`src/rtl/bcd_counter_n_pkg.sv`:
```
// Shared BCD constants and the nibble validity check used by the counter,
// its digit cells and the load path.
package bcd_counter_n_pkg;

    localparam logic [3:0] BCD_MAX = 4'd9;
    localparam logic [3:0] BCD_MIN = 4'd0;

    function automatic logic bcd_valid(input logic [3:0] nibble);
        return (nibble <= BCD_MAX);
    endfunction

endpackage

```
`src/rtl/bcd_counter_n_if.sv`:
```
// Control and status bundle of the N-digit BCD counter.
// The master side drives the controls; the counter is the slave.
interface bcd_counter_n_if #(
    parameter int DIGITS = 4
);
    logic                  clr;
    logic                  load;
    logic [4*DIGITS-1:0]   load_val;
    logic                  en;
    logic                  up;
    logic [4*DIGITS-1:0]   count;
    logic                  zero;
    logic                  max;
    logic                  co;
    logic                  err;

    modport master (
        output clr, load, load_val, en, up,
        input  count, zero, max, co, err
    );

    modport slave (
        input  clr, load, load_val, en, up,
        output count, zero, max, co, err
    );
endinterface

```
`src/rtl/bcd_counter_n_digit.sv`:
```
// One BCD digit: nibble register that steps up or down on carry/borrow-in
// and flags when it sits at the terminal value for the current direction.
module bcd_counter_n_digit
    import bcd_counter_n_pkg::*;
(
    input  logic       clk,
    input  logic       rst_n,
    input  logic [3:0] i_init,
    input  logic       i_step,
    input  logic       i_up,
    input  logic       i_load,
    input  logic [3:0] i_load_d,
    input  logic       i_clr,
    output logic [3:0] o_q,
    output logic       o_term
);

    logic [3:0] r_q;

    always_ff @(posedge clk) begin
        if (!rst_n) begin
            r_q <= i_init;
        end else if (i_clr) begin
            r_q <= BCD_MIN;
        end else if (i_load) begin
            r_q <= i_load_d;
        end else if (i_step) begin
            if (i_up) begin
                r_q <= (r_q == BCD_MAX) ? BCD_MIN : r_q + 4'd1;
            end else begin
                r_q <= (r_q == BCD_MIN) ? BCD_MAX : r_q - 4'd1;
            end
        end
    end

    assign o_q    = r_q;
    assign o_term = i_up ? (r_q == BCD_MAX) : (r_q == BCD_MIN);

endmodule

```
`src/rtl/bcd_counter_n.sv`:
```
// N-digit BCD up/down counter with clear, validated load and wrap/saturate
// terminal handling; zero/max flags decode straight from the count register.
module bcd_counter_n
    import bcd_counter_n_pkg::*;
#(
    parameter int                  DIGITS   = 4,
    parameter bit                  SATURATE = 1'b0,
    parameter logic [4*DIGITS-1:0] INIT     = '0
) (
    input  logic            clk,
    input  logic            rst_n,
    bcd_counter_n_if.slave  bus
);

    localparam int W = 4 * DIGITS;

    logic [W-1:0]      w_count;
    logic [DIGITS-1:0] w_term;
    logic [DIGITS-1:0] w_nib_valid;
    logic [DIGITS-1:0] w_nib_max;
    logic [DIGITS-1:0] w_chain;
    logic              w_load_ok;
    logic              w_all_term;
    logic              w_tick;
    logic              r_co;
    logic              r_err;

    assign w_load_ok  = &w_nib_valid;
    assign w_all_term = &w_term;
    // A saturated counter at its terminal value must not ripple anywhere.
    assign w_tick     = bus.en & ~bus.clr & ~bus.load & ~(SATURATE & w_all_term);

    for (genvar k = 0; k < DIGITS; k++) begin : g_digit
        if (INIT[4*k +: 4] > BCD_MAX) begin : g_bad_init
            $error("bcd_counter_n: INIT digit %0d is not a BCD value", k);
        end

        if (k == 0) begin : g_first
            assign w_chain[k] = w_tick;
        end else begin : g_rest
            assign w_chain[k] = w_chain[k-1] & w_term[k-1];
        end

        assign w_nib_valid[k] = bcd_valid(bus.load_val[4*k +: 4]);
        assign w_nib_max[k]   = (w_count[4*k +: 4] == BCD_MAX);

        bcd_counter_n_digit u_digit (
            .clk      (clk),
            .rst_n    (rst_n),
            .i_init   (INIT[4*k +: 4]),
            .i_step   (w_chain[k]),
            .i_up     (bus.up),
            .i_load   (bus.load & w_load_ok),
            .i_load_d (bus.load_val[4*k +: 4]),
            .i_clr    (bus.clr),
            .o_q      (w_count[4*k +: 4]),
            .o_term   (w_term[k])
        );
    end

    always_ff @(posedge clk) begin
        if (!rst_n) begin
            r_co  <= 1'b0;
            r_err <= 1'b0;
        end else begin
            r_co  <= bus.en & ~bus.clr & ~bus.load & w_all_term;
            r_err <= bus.load & ~bus.clr & ~w_load_ok;
        end
    end

    assign bus.count = w_count;
    assign bus.zero  = (w_count == '0);
    assign bus.max   = &w_nib_max;
    assign bus.co    = r_co;
    assign bus.err   = r_err;

endmodule

```
`src/flat_wrapper.sv`:
```
// flat-port wrapper written by rule: the top's interface ports become plain ports
module bcd_counter_n_flat import bcd_counter_n_pkg::*;
#(
    parameter int                  DIGITS   = 4,
    parameter bit                  SATURATE = 1'b0,
    parameter logic [4*DIGITS-1:0] INIT     = '0
)
  (clk, rst_n, bus_clr, bus_load, bus_load_val, bus_en, bus_up, bus_count, bus_zero, bus_max, bus_co, bus_err);
  bcd_counter_n_if #(.DIGITS(DIGITS)) bus_i ();
  input  logic clk;
  input  logic rst_n;
  input wire logic [$bits(bus_i.clr)-1:0] bus_clr;
  input wire logic [$bits(bus_i.load)-1:0] bus_load;
  input wire logic [$bits(bus_i.load_val)-1:0] bus_load_val;
  input wire logic [$bits(bus_i.en)-1:0] bus_en;
  input wire logic [$bits(bus_i.up)-1:0] bus_up;
  output wire logic [$bits(bus_i.count)-1:0] bus_count;
  output wire logic [$bits(bus_i.zero)-1:0] bus_zero;
  output wire logic [$bits(bus_i.max)-1:0] bus_max;
  output wire logic [$bits(bus_i.co)-1:0] bus_co;
  output wire logic [$bits(bus_i.err)-1:0] bus_err;
  assign bus_i.clr = bus_clr;
  assign bus_i.load = bus_load;
  assign bus_i.load_val = bus_load_val;
  assign bus_i.en = bus_en;
  assign bus_i.up = bus_up;
  assign bus_count = bus_i.count;
  assign bus_zero = bus_i.zero;
  assign bus_max = bus_i.max;
  assign bus_co = bus_i.co;
  assign bus_err = bus_i.err;
  bcd_counter_n #(.DIGITS(DIGITS), .SATURATE(SATURATE), .INIT(INIT)) u_core (.clk(clk), .rst_n(rst_n), .bus(bus_i));
endmodule
```
`config.mk`:
```
export PLATFORM = sky130hd
export DESIGN_NAME = bcd_counter_n_flat
export DESIGN_NICKNAME = d
export VERILOG_FILES = /design/src/rtl/bcd_counter_n_pkg.sv /design/src/rtl/bcd_counter_n_if.sv /design/src/rtl/bcd_counter_n_digit.sv /design/src/rtl/bcd_counter_n.sv /design/src/flat_wrapper.sv
export SDC_FILE = /design/constraint.sdc
export NUM_CORES = 1
export LEC_CHECK = 0
export CAP_MARGIN = 40
export CORE_ASPECT_RATIO = 1.4
export CORE_MARGIN = 1.5
export CORE_UTILIZATION = 48
export CTS_CLUSTER_SIZE = 10
export DETAILED_ROUTE_END_ITERATION = 6
export GPL_TIMING_DRIVEN = 0
export PLACE_DENSITY = 0.8
export SYNTH_ARGS = -nofsm -noshare
export SYNTH_HDL_FRONTEND = slang
export SYNTH_SLANG_ARGS = --single-unit
```
`constraint.sdc`:
```
create_clock -name clk -period 2.85 [get_ports clk]
set_clock_uncertainty 0.15 [all_clocks]
set_input_delay 0.4275 -clock clk [delete_from_list [all_inputs] [get_ports clk]]
set_output_delay 0.4275 -clock clk [all_outputs]
set_load 0.02 [all_outputs]
```
==> metrics.md <==
| Metric | Value |
|---|---|
| Leak Pwr | `roughly 0.65 nW` |
| Int Pwr | `0.000421 W` |
| Fmax | `370 MHz` |
| Worst min path class | `register to register` |
| 1st-pass router iterations | `4` |
| DRC viols | `0` |
| Max_slew headroom | `63.2%` |
| Clk network pwr share | `between 30% and 40%` |
| Final HPWL DP | `3.10 mm` |
| Max FO, Critical Path | `8` |
| Largest net degree at the start of global routing | `11` |
| Vias in the first global route | `about 1400` |
| Die height | `a little under 70 um` |
| Die area | `0.00342 mm2` |
| R2R Path Start | `u_core.g_digit[0].u_digit.o_q[3]` |
| Dpl cells | `286` |
| Max-Cap Viols | `0` |
| Netlist cell types | `44` |
| Final Max Tran Viols | `0` |
| Syn_area_per_cell | `7.05 um2` |
| CP startpoint kind | `input port` |
| Clk buf depth | `2` |
| CP max stage delay | `0.59 ns` |
| DR vias | `1745` |
| Worst reg-to-reg path cell count | `6` |
| Register area share after synthesis | `24.4%` |
| CTS H-tree depth | `1` |
| WL final | `4.23 mm` |
| GRT Overall Usage | `25.6%` |
| Placed Area | `0.00192 mm2` |
| CTS tree | `built` |
| Yosys top cell area share | `between 20% and 30%` |
| Sequential share of power | `43.4%` |
| FF-to-FF setup slack | `~0.43 ns` |
| Syn nets | `231` |
| Worst flop-to-flop path endpoint | `u_core.g_digit[3].u_digit.o_q[2]` |
| Clk pin slew, worst setup/hold paths | `around 0.070 ns` |
| Fin Hold WS | `0.498 ns` |
| Worst vdd ir | `0.180 mV` |
| Initial antenna violation count | `0` |
| WHS Path Cells | `2` |
| Slowest cell on crit path | `or3b_2` |
| CP top delay family | `simple AND/OR/NAND/NOR gates` |
| Yosys warns | `0` |
| Share of cells above drive strength 1 | `3.95%` |
| Arr. time, crit path | `~2.8 ns` |
| Vias per inst | `approximately 6` |
| Post-synthesis sequential element count | `18` |
| Yosys top cell by area | `dfxtp_1` |
| First-pass GRT wire length | `6.64 mm` |
| Period utilization | `94.8%` |
| Global route overflow | `0` |
| Routed WL per cell | `14.6 um` |
| Status | `completed` |
| CORE AREA | `0.00291 mm2` |
| Root Buffer | `clkbuf_8` |
| Comb pwr share | `25.4%` |
| Synth-to-layout area growth | `33.7%` |
| Final setup violation count | `0` |
| Final Hold Fails | `0` |
| Dominant cells by area after synthesis | `dfxtp_1 24%, a21oi_1 6.8%, nand2_1 5.6%` |
| Final non-filler cell area | `a little under 0.002 mm2` |
| Mapped Cells | `209` |
| Initial cell density of the core | `just over 50%` |
| CP Data Required Time | `2.90 ns` |
| Least-Margin Pin Slew | `0.551 ns` |
| Power per cell area | `approximately 300 mW/mm2` |
| Min Tclk post-route | `roughly 2.7 ns` |
| # IOs | `42` |
| Hold Path Sink | `u_core.g_digit[0].u_digit.o_q[2]` |
| Finished Layout Cells | `290` |
| CTS Hold Bufs | `0` |
| Row cnt | `23` |
| # port buffers | `40` |
| WP buf/inv | `1` |
| DRT iter0 DRCs | `54` |
| Clk sinks | `18` |
| RePlAce Congestion | `0.921` |
| CP endpoint kind | `register` |
| Clk Latency, worst-skew pair | `0.26 ns` |
| RSZ-0062 raised after global routing | `no` |
| DIE WIDTH | `49.8 um` |
| Crit path from | `bus_load` |
| Inserted Clock Buffers | `3` |
| Sw frac | `29.5%` |
| Critical path class | `input port to register` |
| Min-Delay Startpoint | `u_core.g_digit[0].u_digit.o_q[2]` |
| # diodes | `0` |
| Layout Nets | `between 200 and 300` |
| Cell Area, Synth | `0.00147 mm2` |
| Psw | `0.000177 W` |
| Antenna viol nets, final | `0` |
| Crit-path cells | `clkdlybuf4s50_1, or3b_2, a2111oi_4, o2111ai_4, or4_1, nand3_1` |
routing by layer:
layer	vias up	GRT usage [%]	share of wire, %
met1	819	30.9	43
met2	52	46.0	50
met3	11	1.51	3.7
li1	863	-	-
met4	0	13.2	3.5
met5	-	0	0
logic make-up after synthesis:
logic type / Yosys count / share of synthesized area [%]
XOR/XNOR: 7 / 4.16
multiplexers: 2 / 1.36
buffers and inverters: 26 / 7.13
AO/OA/AOI/OAI: 63 / 29.9
AND/OR/NAND/NOR: 93 / 33.0
flip-flops: 18 / 24.4
worst max path at each step:
stage	cells after the start	endpoint	slack, ns
2_1_floorplan	6	u_core.g_digit[3].u_digit.o_q[2]	0.41
3_3_place_gp	6	u_core.g_digit[3].u_digit.o_q[2]	-0.29
3_5_place_dp	6	u_core.g_digit[3].u_digit.o_q[2]	-0.30
4_1_cts	6	u_core.g_digit[3].u_digit.o_q[2]	0.09
5_1_grt	6	u_core.g_digit[3].u_digit.o_q[2]	0.007
6_report	6	u_core.g_digit[3].u_digit.o_q[2]	0.15
power groups by stage:
stage	logic (W)	clock network, W	registers (W)
3_3_place_gp	0.000148	0	0.000265
4_1_cts	0.000150	0.000189	0.000260
5_1_grt	0.000164	0.000194	0.000260
3_5_place_dp	0.000149	0	0.000266
6_report	0.000152	0.000187	0.000260
2_1_floorplan	0.0000782	0	0.000271
flip-flops by register name, summed over array words and instances (netlist names):
signal / cells
u_core.g_digit.u_digit.o_q: 16
u_core.bus.co: 1
u_core.bus.err: 1
cells in the mapped netlist:
cell,n
nand2_1,22
clkbuf_1,21
a21oi_1,20
dfxtp_1,18
nand3_1,15
o21ai_0,14
nor2_1,13
nor3_1,10
a2bb2oi_1,5
nor4_1,5
or3_1,5
a31oi_1,4
nand4_1,4
xor2_1,4
a211oi_1,3
and4_1,3
inv_1,3
nand3b_1,3
nor2b_1,3
xnor2_1,3
a211o_1,2
a221oi_1,2
a22oi_1,2
a311oi_1,2
and2_1,2
and3_1,2
mux2i_1,2
a2111oi_4,1
a21boi_0,1
a311o_1,1
and3b_1,1
buf_1,1
buf_6,1
nand2b_1,1
nor3b_1,1
o2111ai_4,1
o211ai_1,1
o21a_1,1
o311ai_0,1
o31a_1,1
o31ai_1,1
or3_4,1
or3b_2,1
or4_1,1
through the flow:
stage	setup TNS [ns]	util (%)	worst slack, ns	power [W]
after global placement	-1.42	66.1	-0.289	0.000413
after floorplan	0	-	0.407	0.000349
final	0	67.8	0.147	0.000598
after CTS	0	67.8	0.0897	0.000599
after detailed placement	-1.44	66.1	-0.295	0.000415
after global routing	0	67.8	0.00685	0.000618
cell usage in the layout, fill, tap and decap left out, types with 5 or more instances in the layout:
master / synthesis / routed
a21oi_1: 20 / 20
a2bb2oi_1: 5 / 5
clkbuf_1: 21 / 20
clkdlybuf4s50_1: 0 / 40
dfxtp_1: 18 / 18
nand2_1: 22 / 22
nand3_1: 15 / 15
nor2_1: 13 / 13
nor3_1: 10 / 10
nor4_1: 5 / 5
o21ai_0: 14 / 14
or3_1: 5 / 5
worst register-to-register path, cell delays in order, from the launching register on:
cell,delay (ns)
dfxtp_1,0.32
buf_6,0.14
or3_4,0.39
a2111oi_4,0.48
o2111ai_4,0.27
or4_1,0.53
nand3_1,0.08
final cells by class:
class | instances | area [um2]
repair buffers | 41 | 408
clock buffers | 3 | 41.3
flip-flops and latches | 18 | 360
multi-input cells | 165 | 1010
fillers | 275 | 936
well taps | 37 | 46.3
plain buffers | 23 | 95.1
inverters | 3 | 11.3
repair_timing:
item	in CTS	in global routing
pin swaps	1	1
resized for setup	0	2
endpoints found under the setup margin	1	8
endpoints found under the hold margin	0	0
setup buffers	1	0
(Power assumes the default switching activity.)
==> RTL edit 1 (same flow settings) <==
`SATURATE` is set to 1'b0 in 2 places; all go to 1'b1.
--- a/src/rtl/bcd_counter_n.sv
+++ b/src/rtl/bcd_counter_n.sv
@@ -6,3 +6,3 @@
     parameter int                  DIGITS   = 4,
-    parameter bit                  SATURATE = 1'b0,
+    parameter bit                  SATURATE = 1'b1,
     parameter logic [4*DIGITS-1:0] INIT     = '0
--- a/src/flat_wrapper.sv
+++ b/src/flat_wrapper.sv
@@ -4,3 +4,3 @@
     parameter int                  DIGITS   = 4,
-    parameter bit                  SATURATE = 1'b0,
+    parameter bit                  SATURATE = 1'b1,
     parameter logic [4*DIGITS-1:0] INIT     = '0
Behaviour: not the same (a bounded check fails within 4 cycles, from zero or initial values and one cycle with rst_n low).
==> RTL edit 1 against the original RTL <==
  * Sequential power is essentially flat
  * Count of clock-buffer cells in the layout is the same
  * Hold slack gained 0.59 ps
  * Wire length shrank 2.8%
  * Worst setup slack lost 110 ps
  * Total power shrank 0.42%
  * Final area grew 5.8%
  * Sequential cell count is the same
  * Synthesized area grew 5.0%
  * Final cell count grew 3.8%
  * Largest power group unchanged
==> RTL edit 1: results (changes against the original RTL) <==
status complete, no violations; Total GRT Usage 24.2% (-1.4 points); GR Layer Usage met1 30.3% (-0.68 points); Post-synth ARST share 0% (unchanged); sequential area share after synthesis 23.3% (-1.2 points); vias in the first global route 1,570 (+11%); Setup Buffers After CTS 0 (-1); Hold EP u_core.g_digit[3].u_digit.o_q[1]$_SDFFE_PP0P_; Seq power 0.259 mW (about the same); Arrival @ worst endpoint 2240 ps (-510 ps); Netlist cell types 53 (+20%); met3 GRT Util 3.21% (+1.7 points); Routed WL per cell 13.7 um (-6.4%); Post-Place Cell Area 2010 um2 (+4.8%); switching share of power 28.9% (-0.61 points); worst setup path endpoint bus_zero; WL met3 244 um (+55%); initial antenna violation count 0 (unchanged); Yosys top cell by area dfxtp_1; PortBufs 41 (+2.5%); clk slew on worst S/H paths 70 ps (about the same); worst r2r dst u_core.g_digit[0].u_digit.o_q[3]$_SDFFE_PP0P_; GRT met2 Usage 40.1% (-5.9 points); PnR worst setup slack 33.7 ps (-113 ps); dpl cells 298 (+4.2%); worst slack, placed -313 ps (-18.1 ps); CP Max Fanout 9 (+1); DR vias 1,725 (-1.1%); Slew headroom 55.8% (-7.4 points); Pre-antenna DRT Iters 4 (unchanged); # nets final 286 (+3.2%); Max VDD drop 178 uV (-1.2%); Mapped Cells 218 (+4.3%); WHS 498 ps (+0.591 ps); GPL Wtd Cong 0.826 (-10%); pwr/cell area 286 nW/um2 (-5.9%); via-per-instance ratio 5.73 (-4.8%); layout cells sized above 1 13.0% (+9.0 points); top cells by count, synth nand2_1, o21ai_0, dfxtp_1; DP Wirelength 3.12 mm (+0.95%); reg2reg setup slack 290 ps (-140 ps); Critical Path Start Type flop; first-pass GRT wire length 6.84 mm (+2.9%); wire length on met2 2.06 mm (-2.5%); detailed-route wire length on metal 1 1.69 mm (-6.8%); reg2reg start u_core.g_digit[1].u_digit.o_q[2]$_SDFFE_PP0P_; worst hold path startpoint u_core.g_digit[3].u_digit.o_q[1]$_SDFFE_PP0P_; Leak 0.736 nW (+13%); final-layout fill cell count 267 (-2.9%); Comb power frac 25.3% (about the same); Mapped Nets 240 (+3.9%); cts repair resizes 13 (+13); synth top area cells dfxtp_1, o21ai_0, nand2_1; Iteration-0 DRC Markers 62 (+15%)
## RTL edit 1: logic make-up (layout without fill, tap and decap cells)
| group | Yosys count | count (layout) | share of synthesized area (%) |
|---|---|---|---|
| compound gates | 60 | 60 | 24.9 |
| xor+xnor | 8 | 8 | 4.53 |
| buf+inv | 26 | 70 | 9.46 |
| simple gates | 100 | 100 | 33.9 |
| mux | 6 | 6 | 3.96 |
| flops | 18 | 18 | 23.3 |
## RTL edit 1: critical path, stage by stage (launching register included)
cell and delay, ps:
dfxtp_1 320, buf_6 130, or4_4 540, or4_4 470, nor4_2 290, buf_2 210
## RTL edit 1: area by class of cell
class                      count  area [um2]  share of cell area (%)
multi-input combinational    174        1080                    52.0
tap                           39        48.8                    2.34
clock buffer                   3        41.3                    1.98
inverter                       6        22.5                    1.08
buffer                        20         125                    6.00
timing repair buffer          41         403                    19.3
sequential                    18         360                    17.3
==> RTL edit 2 (same settings) <==
Without the edit above. Make the reset (`rst_n`) asynchronous in one clocked block.
--- a/src/rtl/bcd_counter_n.sv
+++ b/src/rtl/bcd_counter_n.sv
@@ -60,3 +60,3 @@
 
-    always_ff @(posedge clk) begin
+    always_ff @(posedge clk or negedge rst_n) begin
         if (!rst_n) begin
Formal check against the unedited RTL: differs if rst_n is asserted again (counterexample within 4 cycles, from zero or initial values and one cycle with rst_n low); with rst_n held inactive, the same outputs for 10 cycles.
==> RTL edit 2 against the original RTL <==
  * Register-to-register slack worse by 100 ps
  * Sequential cell count stayed put
  * Final area is 9.1% higher
  * Count of clock-buffer cells in the layout is 1 higher
  * Global-route usage is 0.17 points lower
  * Combinational power is 12% higher
  * Via count is 1.1% lower
  * Worst setup slack worse by 20 ps
  * First-iteration DRC count is 33% higher
  * Total power is 8.2% higher
  * Wire length is 4.7% higher
  * Synthesized area is 9.0% higher
==> RTL edit 2: results (changes against the original RTL) <==
status complete, no violations; WL met3 180 um (+15%); # nets final 275 (-0.72%); first-pass GRT wire length 7.31 mm (+10%); detailed-route wire length on metal 1 1.93 mm (+6.2%); Net Sw Power 0.184 mW (+3.9%); synth top area cells dfxtp_1, clkbuf_8, a21oi_1; top cells by count, synth dfxtp_1, a21oi_1, nand3_1; Hold Crit Class input pin to asynchronous set/reset pin; Routed WL per cell 15.2 um (+4.3%); Total GRT Usage 25.4% (-0.17 points); R2R cell count 6 (unchanged); DP Wirelength 3.20 mm (+3.4%); sequential area share after synthesis 23.1% (-1.4 points); CP Max Fanout 10 (+2); worst slew pin tran 548 ps (-3.05 ps); Leak 0.792 nW (+22%); Num CTS Buffers 3 (unchanged); DR vias 1,725 (-1.1%); reg2reg setup slack 330 ps (-100 ps); wire length on met2 2.21 mm (+4.9%); Mapped Nets 227 (-1.7%); reg2reg start u_core.g_digit[1].u_digit.o_q[3]$_SDFFE_PP0P_; Post-Place Cell Area 2070 um2 (+7.6%); PortBufs 41 (+2.5%); Arrival @ worst endpoint 2770 ps (+20 ps); layout cells sized above 1 13.5% (+9.5 points); Post-synth ARST share 11.1% (+11 points); Iteration-0 DRC Markers 72 (+33%); critical path launch point bus_up; largest net degree at the start of global routing 11 (unchanged); Max VDD drop 257 uV (+43%)
==> RTL edit 2: changes by cell type after synthesis, moves of 5 or more <==
cell,change
nand2_1,-10
clkbuf_8,+7
a21oi_1,-5
a2bb2oi_1,-5
clkbuf_1,-11
==> RTL edit 2: routing by layer <==
| layer | GRT usage (%) | vias to the layer above |
|---|---|---|
| met4 | 10.8 | 0 |
| met1 | 33.8 | 801 |
| met3 | 2.92 | 11 |
| met5 | 0 | - |
| li1 | - | 861 |
| met2 | 41.1 | 52 |
==> RTL edit 2: worst min path at each step <==
stage,end,slack [ps],cells after the start
final,u_core.bus.err$_DFF_PN0_,200,1
after global routing,u_core.bus.err$_DFF_PN0_,200,1
after CTS,u_core.bus.err$_DFF_PN0_,200,1
after detailed placement,u_core.bus.co$_DFF_PN0_,430,2
after global placement,u_core.bus.co$_DFF_PN0_,420,2
after floorplan,u_core.bus.co$_DFF_PN0_,-20,0
==> RTL edit 2: stage by stage <==
step | std cells | worst slack (ps) | power (mW)
floorplan | 205 | 449 | 0.363
global placement | 285 | -318 | 0.432
detailed placement | 285 | -311 | 0.433
CTS | 289 | 67.4 | 0.649
global route | 291 | 20.8 | 0.675
finish | 291 | 127 | 0.647
==> RTL edit 2: layout make-up <==
class	count	area (um2)
Buffer	23	170
Inverter	2	7.51
Sequential cell	18	370
Timing Repair Buffer	43	430
Tap cell	39	48.8
Clock buffer	4	55.1
Fill cell	271	1000
Multi-Input combinational cell	162	1070
==> RTL edit 2: logic make-up after synthesis <==
logic type      count (synthesis)  synth area share (%)
flops                          18                  23.1
mux                             6                  3.74
compound gates                 60                  26.2
simple gates                   86                  30.8
xor+xnor                       10                  5.45
buf+inv                        25                  10.8
==> RTL edit 2: what timing repair did <==
| item | CTS | global route |
|---|---|---|
| endpoints found under the setup margin | 2 | 3 |
| setup buffers | 0 | 2 |
| pin swaps | 1 | 1 |
| resized for setup | 3 | 3 |
==> RTL edit 2: worst max-delay path, stage by stage <==
cell	delay (ps)
clkdlybuf4s50_1	430
clkbuf_8	180
or3_2	400
a21boi_0	480
nand3_4	200
or4_1	550
nand3_1	100
==> RTL edit 2: power groups by stage <==
stage	Combinational, mW	Clock, mW	Sequential (mW)
after floorplan	0.0894	0	0.273
after global placement	0.165	0	0.267
after detailed placement	0.166	0	0.267
after CTS	0.167	0.220	0.261
after global routing	0.182	0.230	0.262
final	0.170	0.216	0.262
